[config.mk]
export PLATFORM = sky130hd
export DESIGN_NAME = shift_issue
export DESIGN_NICKNAME = d
export VERILOG_FILES = /design/src/rtl/shift_issue.sv
export SDC_FILE = /design/constraint.sdc
export NUM_CORES = 1
export LEC_CHECK = 0
export CORE_MARGIN = 3
export CORE_UTILIZATION = 35
export CTS_BUF_LIST = sky130_fd_sc_hd__clkbuf_4
export CTS_CLUSTER_DIAMETER = 100
export DETAILED_ROUTE_END_ITERATION = 7
export HOLD_SLACK_MARGIN = 0.12
export SYNTH_ARGS = -nofsm -noshare
export SYNTH_HDL_FRONTEND = slang
export SYNTH_SLANG_ARGS = --single-unit
[constraint.sdc]
create_clock -name clk -period 1.9 [get_ports clk]
set_clock_uncertainty 0.2 [all_clocks]
set_input_delay 0.19 -clock clk [delete_from_list [all_inputs] [get_ports clk]]
set_output_delay 0.19 -clock clk [all_outputs]
set_load 0.01 [all_outputs]
[src/rtl/shift_issue.sv]
// Issue stage in front of the 16-bit barrel shifter: translates shift commands into
// shifter controls (ain, signed bin, rotate, sra) and queues them in a small FIFO.
module shift_issue #(
  parameter int unsigned WIDTH = 16,
  parameter int unsigned DEPTH = 2,
  parameter int unsigned TAGW  = 4
) (
  input  logic                       clk,
  input  logic                       reset,
  input  logic                       in_valid,
  output logic                       in_ready,
  input  logic [2:0]                 in_op,
  input  logic [4:0]                 in_amt,
  input  logic [WIDTH-1:0]           in_a,
  input  logic [TAGW-1:0]            in_tag,
  output logic                       out_valid,
  input  logic                       out_ready,
  output logic [WIDTH-1:0]           out_ain,
  output logic [4:0]                 out_bin,
  output logic                       out_rotate,
  output logic                       out_sra,
  output logic [TAGW-1:0]            out_tag,
  output logic                       out_err,
  output logic [$clog2(DEPTH):0]     count
);

  localparam int unsigned PW = $clog2(DEPTH);
  localparam int unsigned CW = PW + 1;
  localparam logic [CW-1:0] FullCount = CW'(DEPTH);

  localparam logic [2:0] OP_SLL = 3'b000;
  localparam logic [2:0] OP_SRL = 3'b001;
  localparam logic [2:0] OP_SRA = 3'b010;
  localparam logic [2:0] OP_ROR = 3'b011;
  localparam logic [2:0] OP_ROL = 3'b100;

  logic [WIDTH-1:0] ain_q [DEPTH];
  logic [4:0]       bin_q [DEPTH];
  logic             rot_q [DEPTH];
  logic             sra_q [DEPTH];
  logic             err_q [DEPTH];
  logic [TAGW-1:0]  tag_q [DEPTH];

  logic [PW-1:0] wr_ptr_q, rd_ptr_q;
  logic [CW-1:0] count_q, count_d;

  logic [WIDTH-1:0] t_ain;
  logic [4:0]       t_bin;
  logic             t_rot, t_sra, t_err;
  logic             push, pop;

  // bin is two's complement: negative shifts left, positive shifts right.
  always_comb begin
    t_ain = in_a;
    t_bin = 5'd0;
    t_rot = 1'b0;
    t_sra = 1'b0;
    t_err = 1'b0;
    case (in_op)
      OP_SLL: begin
        if (in_amt > 5'd16) t_ain = '0;
        else                t_bin = 5'd0 - in_amt;
      end
      OP_SRL: begin
        if (in_amt > 5'd15) t_ain = '0;
        else                t_bin = in_amt;
      end
      OP_SRA: begin
        t_sra = 1'b1;
        t_bin = (in_amt > 5'd15) ? 5'd15 : in_amt;
      end
      OP_ROR: begin
        t_rot = 1'b1;
        t_bin = {1'b0, in_amt[3:0]};
      end
      OP_ROL: begin
        t_rot = 1'b1;
        t_bin = 5'd0 - {1'b0, in_amt[3:0]};
      end
      default: t_err = 1'b1;
    endcase
  end

  assign in_ready  = (count_q != FullCount);
  assign out_valid = (count_q != '0);
  assign push      = in_valid & in_ready;
  assign pop       = out_valid & out_ready;

  always_comb begin
    count_d = count_q;
    if (push && !pop)      count_d = count_q + 1'b1;
    else if (pop && !push) count_d = count_q - 1'b1;
  end

  always_ff @(posedge clk or posedge reset) begin
    if (reset) begin
      wr_ptr_q <= '0;
      rd_ptr_q <= '0;
      count_q  <= '0;
      for (int i = 0; i < DEPTH; i++) begin
        ain_q[i] <= '0;
        bin_q[i] <= '0;
        rot_q[i] <= 1'b0;
        sra_q[i] <= 1'b0;
        err_q[i] <= 1'b0;
        tag_q[i] <= '0;
      end
    end else begin
      count_q <= count_d;
      if (push) begin
        ain_q[wr_ptr_q] <= t_ain;
        bin_q[wr_ptr_q] <= t_bin;
        rot_q[wr_ptr_q] <= t_rot;
        sra_q[wr_ptr_q] <= t_sra;
        err_q[wr_ptr_q] <= t_err;
        tag_q[wr_ptr_q] <= in_tag;
        wr_ptr_q        <= wr_ptr_q + 1'b1;
      end
      if (pop) rd_ptr_q <= rd_ptr_q + 1'b1;
    end
  end

  assign out_ain    = ain_q[rd_ptr_q];
  assign out_bin    = bin_q[rd_ptr_q];
  assign out_rotate = rot_q[rd_ptr_q];
  assign out_sra    = sra_q[rd_ptr_q];
  assign out_err    = err_q[rd_ptr_q];
  assign out_tag    = tag_q[rd_ptr_q];
  assign count      = count_q;

endmodule
==> results.toml, run 1 <==
[routing]
route.vias.total = 2213
viasPerCell = 5.06
ant_nets = 0
wl_per_cell_um = 16.3
first_iter_violations = 96
firstDrtPassIters = 4
drc_errors = 0
drt-total-wl_um = 7120

[min_path]
hp-class = "input port to flop"
worstHoldStart = "in_a[6]"

[global_route]
grt_pass1_vias = 2342
grt-ovfl-total = 0
grt.total_usage_pct = 16.5
antenna_found_initial = 0
grt_max_degree = 35
grt_pass1_wl_um = 12400

[cells_and_area]
final_cell_mix = "dfrtp_1 (59), a22o_1 (32), mux2_2 (31), buf_6 (31), clkdlybuf4s50_1 (29)"
final_common_cell = "dfrtp_1"
drive_gt1_share_pct = 43.3
instances_no_fill = 437
finalNetCount = 366
stdcell_area_um2 = 4280
syn2layout_area_growth_pct = 47.5
post-route-util_pct = 54.3
diodes = 0
nFillCells = 673

[sta]
setup_slack_ns = -0.0391
fmax_mhz = 516
rsz0062_at_grt = "yes"
slew_headroom_pct = 75.0
period_minus_slack_ns = 1.94
tightest_slew_ns = 0.374
min_period_over_period_pct = 102
drv_slew = 0
setup_tns_ns = -0.456
finalSetupViolCount = 21
hold_slack_ns = 0.217
finalHoldViolations = 0

[worst_setup_path]
slowest_delay_ns = 0.43
critPathArrivalTime_ns = 1.55
required_ns = 1.51
start_kind = "flop"
path_cells = "buf_6 > buf_12 > mux2_4 > buf_6"
crit_top_cell = "buf_6"
startpoint = "rd_ptr_q"
end_kind = "output pin"
cp_slowest_cell = "dfrtp_2"
timing.rr.start = "count[1]"
path_class = "flop to output pin"
worstPathMaxFanout = 7

[placement]
dp_hpwl_um = 4780
gp_congestion = 0.793
post-place-ws_ns = -0.512
dpl-instance-area_um2 = 3880
dp.cells = 411
io_buffer_count = 63

[synthesis]
synth_mux_area_share_pct = 17.0
ys_seq_area_share_pct = 51.7
synth_top_area_cell = "dfrtp_1"
synth_top_family_by_area = "multiplexers"
synth.distinct_cells = 43
synth_area_um2 = 2900
syn_inst = 232
postSynthAreaPerCell_um2 = 12.5
ys_seq_elements = 60
synth.top_cell.area_share_pct = 51.7
synth.area.top_cells = "dfrtp_1 (52%), mux2_2 (17%), a22o_1 (9.7%)"
synth_fp_nets = 268
yosysWarnings = 0
synth_xor_area_share_pct = 1.51
synth_compound_area_share_pct = 15.3
synthAdderAreaFrac_pct = 1.72
synth_simple_gate_area_share_pct = 9.01

[power]
p_per_area_nw_per_um2 = 1630
p_leak_nw = 1.98
ir_drop_mv = 0.771
power.total_mw = 6.98

[outcome]
violations = "setup timing"
status = "finished with violations"

[clock_network]
cts_made_buffers = 9
cts_sinks = 60
clk_pin_slew_worst_paths_ns = 0.11
cts_tree = "done"
clockBufferDepth = 2
insertion_delay_ns = 0.40
h-tree-depth = 3
root_buffer = "clkbuf_4"

[die]
fp-row-count = 32
io_pins = 64
start_util_pct = 36.8
die-area_um2 = 9420
die_w_um = 97.1
dieHeight_um = 97.1
core_um2 = 7890

[flow_run]
drv_cap = 0
cells by family (layout without fill, tap and decap cells):
group | Yosys count | in the layout
flops | 60 | 60
compound gates | 57 | 57
mux | 44 | 44
simple gates | 42 | 42
buf+inv | 20 | 123
xor+xnor | 5 | 5
fa+ha+maj | 4 | 4
path summary, 6_finish.rpt:
path	end	slack, ns	cells past startpoint
worst max-delay path	out_bin[2]	-0.04	4
worst min-delay path	ain_q[22]	0.22	2
worst max register to register	tag_q[3]	0.09	5
worst min register to register	err_q[1]	0.29	2
max in group asynchronous	rd_ptr_q	0.59	4
min in group asynchronous	ain_q[24]	0.41	3
power by group:
part           total [mW]  switching [mW]  internal, mW
clock network        1.02           0.488         0.529
logic                3.79            1.45          2.34
registers            2.17           0.312          1.86
total                6.98            2.25          4.73
area by class of cell:
type	count	area, um^2	area share (%)
Inverter	6	22.5	0.526
Multi-Input combinational cell	152	1380	32.3
Clock buffer	9	67.6	1.58
Timing Repair Buffer	101	1090	25.4
Tap cell	102	128	2.98
Clock inverter	7	90.1	2.10
Sequential cell	60	1500	35.1
registers in the layout (all words and copies together), names as in the netlist:
name / count
ain_q: 32
bin_q: 10
tag_q: 8
count: 2
err_q: 2
rot_q: 2
sra_q: 2
rd_ptr_q: 1
wr_ptr_q: 1
repair_timing:
| action | in CTS | in global routing |
|---|---|---|
| pin swaps | 3 | 1 |
| resized for setup | 151 | 21 |
| hold buffers | 1 | 0 |
| setup buffers | 5 | 1 |
| hold endpoints to repair | 14 | 0 |
| gates cloned | 3 | 1 |
| setup endpoints to repair | 61 | 33 |
cell usage after synthesis (all sizes together):
library cell / count
o221ai: 1
nand4b: 2
nor2b: 4
nor4b: 1
mux2i: 1
or2: 1
mux2: 43
nand3b: 1
o31ai: 1
or3b: 1
and4: 1
a2bb2oi: 1
a32oi: 1
and2b: 1
inv: 6
nor2: 5
a31oi: 1
ha: 4
xnor2: 3
a22oi: 1
a22o: 32
dfrtp: 60
nor3: 4
a21o: 1
nand3: 2
or2b: 1
a21oi: 4
buf: 11
and2: 1
or4: 1
o211ai: 1
nand2b: 2
and3b: 1
o21ai: 12
nand2: 13
xor2: 2
o32ai: 1
clkbuf: 3
metal layers:
layer,track usage [%],up-vias,part of all wire [%]
met3,5.60,7,5.0
met1,23.2,1097,47
li1,-,1050,-
met4,4.54,0,1.0
met5,0,-,0
met2,24.4,59,47
worst max-delay path: cells and delay by family (launching register included):
kind	cells	cell delay, ns
flops	1	0.43
mux	1	0.31
buf+inv	3	0.40
Power figures use the tool's default switching activity.
==> inputs of run 2 (changes only) <==
--- a/config.mk
+++ b/config.mk
@@ -11,6 +11,7 @@
 export CTS_CLUSTER_DIAMETER = 100
 export DETAILED_ROUTE_END_ITERATION = 7
 export HOLD_SLACK_MARGIN = 0.12
+export SKIP_CTS_REPAIR_TIMING = 1
 export SYNTH_ARGS = -nofsm -noshare
 export SYNTH_HDL_FRONTEND = slang
 export SYNTH_SLANG_ARGS = --single-unit
==> constraint.sdc (replaced) <==
create_clock -name clk -period 1.9 [get_ports clk]
set_clock_uncertainty 0.2 [all_clocks]
set_input_delay 0.38 -clock clk [delete_from_list [all_inputs] [get_ports clk]]
set_output_delay 0.38 -clock clk [all_outputs]
set_load 0.01 [all_outputs]
==> results.toml, run 2 (synthesized netlist as in run 1, its figures left out) <==
[clock_network]
h-tree-depth = 3
cts_sinks = 60
clk_pin_slew_worst_paths_ns = 0.11
cts_made_buffers = 9
insertion_delay_ns = 0.39
clockBufferDepth = 2
root_buffer = "clkbuf_4"
cts_tree = "done"

[die]
io_pins = 64
die-area_um2 = 9420
dieHeight_um = 97.1
core_um2 = 7890
start_util_pct = 36.8
fp-row-count = 32
die_w_um = 97.1

[worst_setup_path]
critPathArrivalTime_ns = 1.56
path_class = "flop to output pin"
end_kind = "output pin"
worstPathMaxFanout = 7
rr_worst_depth = 5
start_kind = "flop"
required_ns = 1.32

[sta]
tightest_slew_ns = 0.510
rsz0062_at_grt = "yes"
period_minus_slack_ns = 2.14
slew_headroom_pct = 65.9
finalHoldViolations = 0
finalSetupViolCount = 27
min_period_over_period_pct = 113
setup_slack_ns = -0.241
fmax_mhz = 467
drv_slew = 0

[routing]
route.vias.total = 2241
wl_per_cell_um = 16.0
drt-total-wl_um = 7130
drc_errors = 0
first_iter_violations = 61
ant_nets = 0
viasPerCell = 5.05
firstDrtPassIters = 4

[min_path]
hp-class = "input port to async pin"

[placement]
gp_congestion = 0.798
io_buffer_count = 63
post-place-ws_ns = -1.22
dp_hpwl_um = 4950
dp.cells = 419

[power]
ir_drop_mv = 0.467
p_per_area_nw_per_um2 = 1480
p_leak_nw = 2.01

[cells_and_area]
post-route-util_pct = 54.1
largest-register = "ain_q"
finalNetCount = 373
largest_reg_flops = 32
final_common_cell = "dfrtp_1"
syn2layout_area_growth_pct = 47.2
multi_input_area_um2 = 1360
final_cell_mix = "dfrtp_1 (59), mux2_2 (42), a22o_1 (32), buf_4 (29), clkdlybuf4s50_1 (25)"
ff_latch_area_um2 = 1500
diodes = 0
reg_top3 = "ain_q: 32 flops, bin_q: 10 flops, tag_q: 8 flops"
nFillCells = 678
instances_no_fill = 444
drive_gt1_share_pct = 44.4

[global_route]
grt-ovfl-total = 0
grt_pass1_vias = 2244
grt_max_degree = 19
grt_pass1_wl_um = 11400
antenna_found_initial = 0
grt.total_usage_pct = 15.1

[outcome]
status = "finished with violations"
violations = "setup timing"

[flow_run]
drv_cap = 0
run 2: layer usage:
| layer | up-vias | part of all wire, % | global-route usage [%] |
|---|---|---|---|
| met4 | 0 | 1.1 | 3.89 |
| li1 | 1074 | - | - |
| met5 | - | 0 | 0 |
| met1 | 1100 | 46 | 20.0 |
| met3 | 8 | 4.5 | 4.52 |
| met2 | 59 | 48 | 24.2 |
run 2: final cells by class:
cell class                      count  area share (%)
Clock buffer                        9            1.58
Sequential cell                    60            35.2
Inverter                            6            1.20
Tap cell                          102            2.99
Clock inverter                      7            1.76
Timing Repair Buffer              108            25.5
Multi-Input combinational cell    152            31.8
run 2: critical path, stage by stage, from the launching register on:
cell,delay [ns]
dfrtp_2,0.42
buf_6,0.14
buf_12,0.12
mux2_2,0.35
buf_6,0.12
run 2: final timing paths:
path / from / slack, ns / to
min: reset / 0.16 / ain_q[25]
max: rd_ptr_q / -0.24 / out_bin[4]
min in group clk: rot_q[0] / 0.29 / rot_q[0]
min reg2reg: rot_q[0] / 0.29 / rot_q[0]
max in group asynchronous: reset / 0.89 / bin_q[1]
max reg2reg: count[1] / 0.11 / bin_q[9]
run 2: metrics by stage:
step,setup TNS (ns),hold slack [ns],total power [mW],instance area (um^2)
after floorplan,-2.88,0.244,3.94,2960
after global routing,-6.96,0.147,6.79,4270
after global placement,-40.48,0.260,5.50,4030
after detailed placement,-42.91,0.270,5.55,4030
after CTS,-37.97,0.138,6.48,4170
final,-4.83,0.159,6.34,4270
run 2: power by group:
group | internal (mW) | leakage, nW | switching (mW)
registers | 1.86 | 0.749 | 0.303
logic | 1.92 | 1.19 | 1.35
clock network | 0.404 | 0.0685 | 0.499
total | 4.19 | 2.01 | 2.15
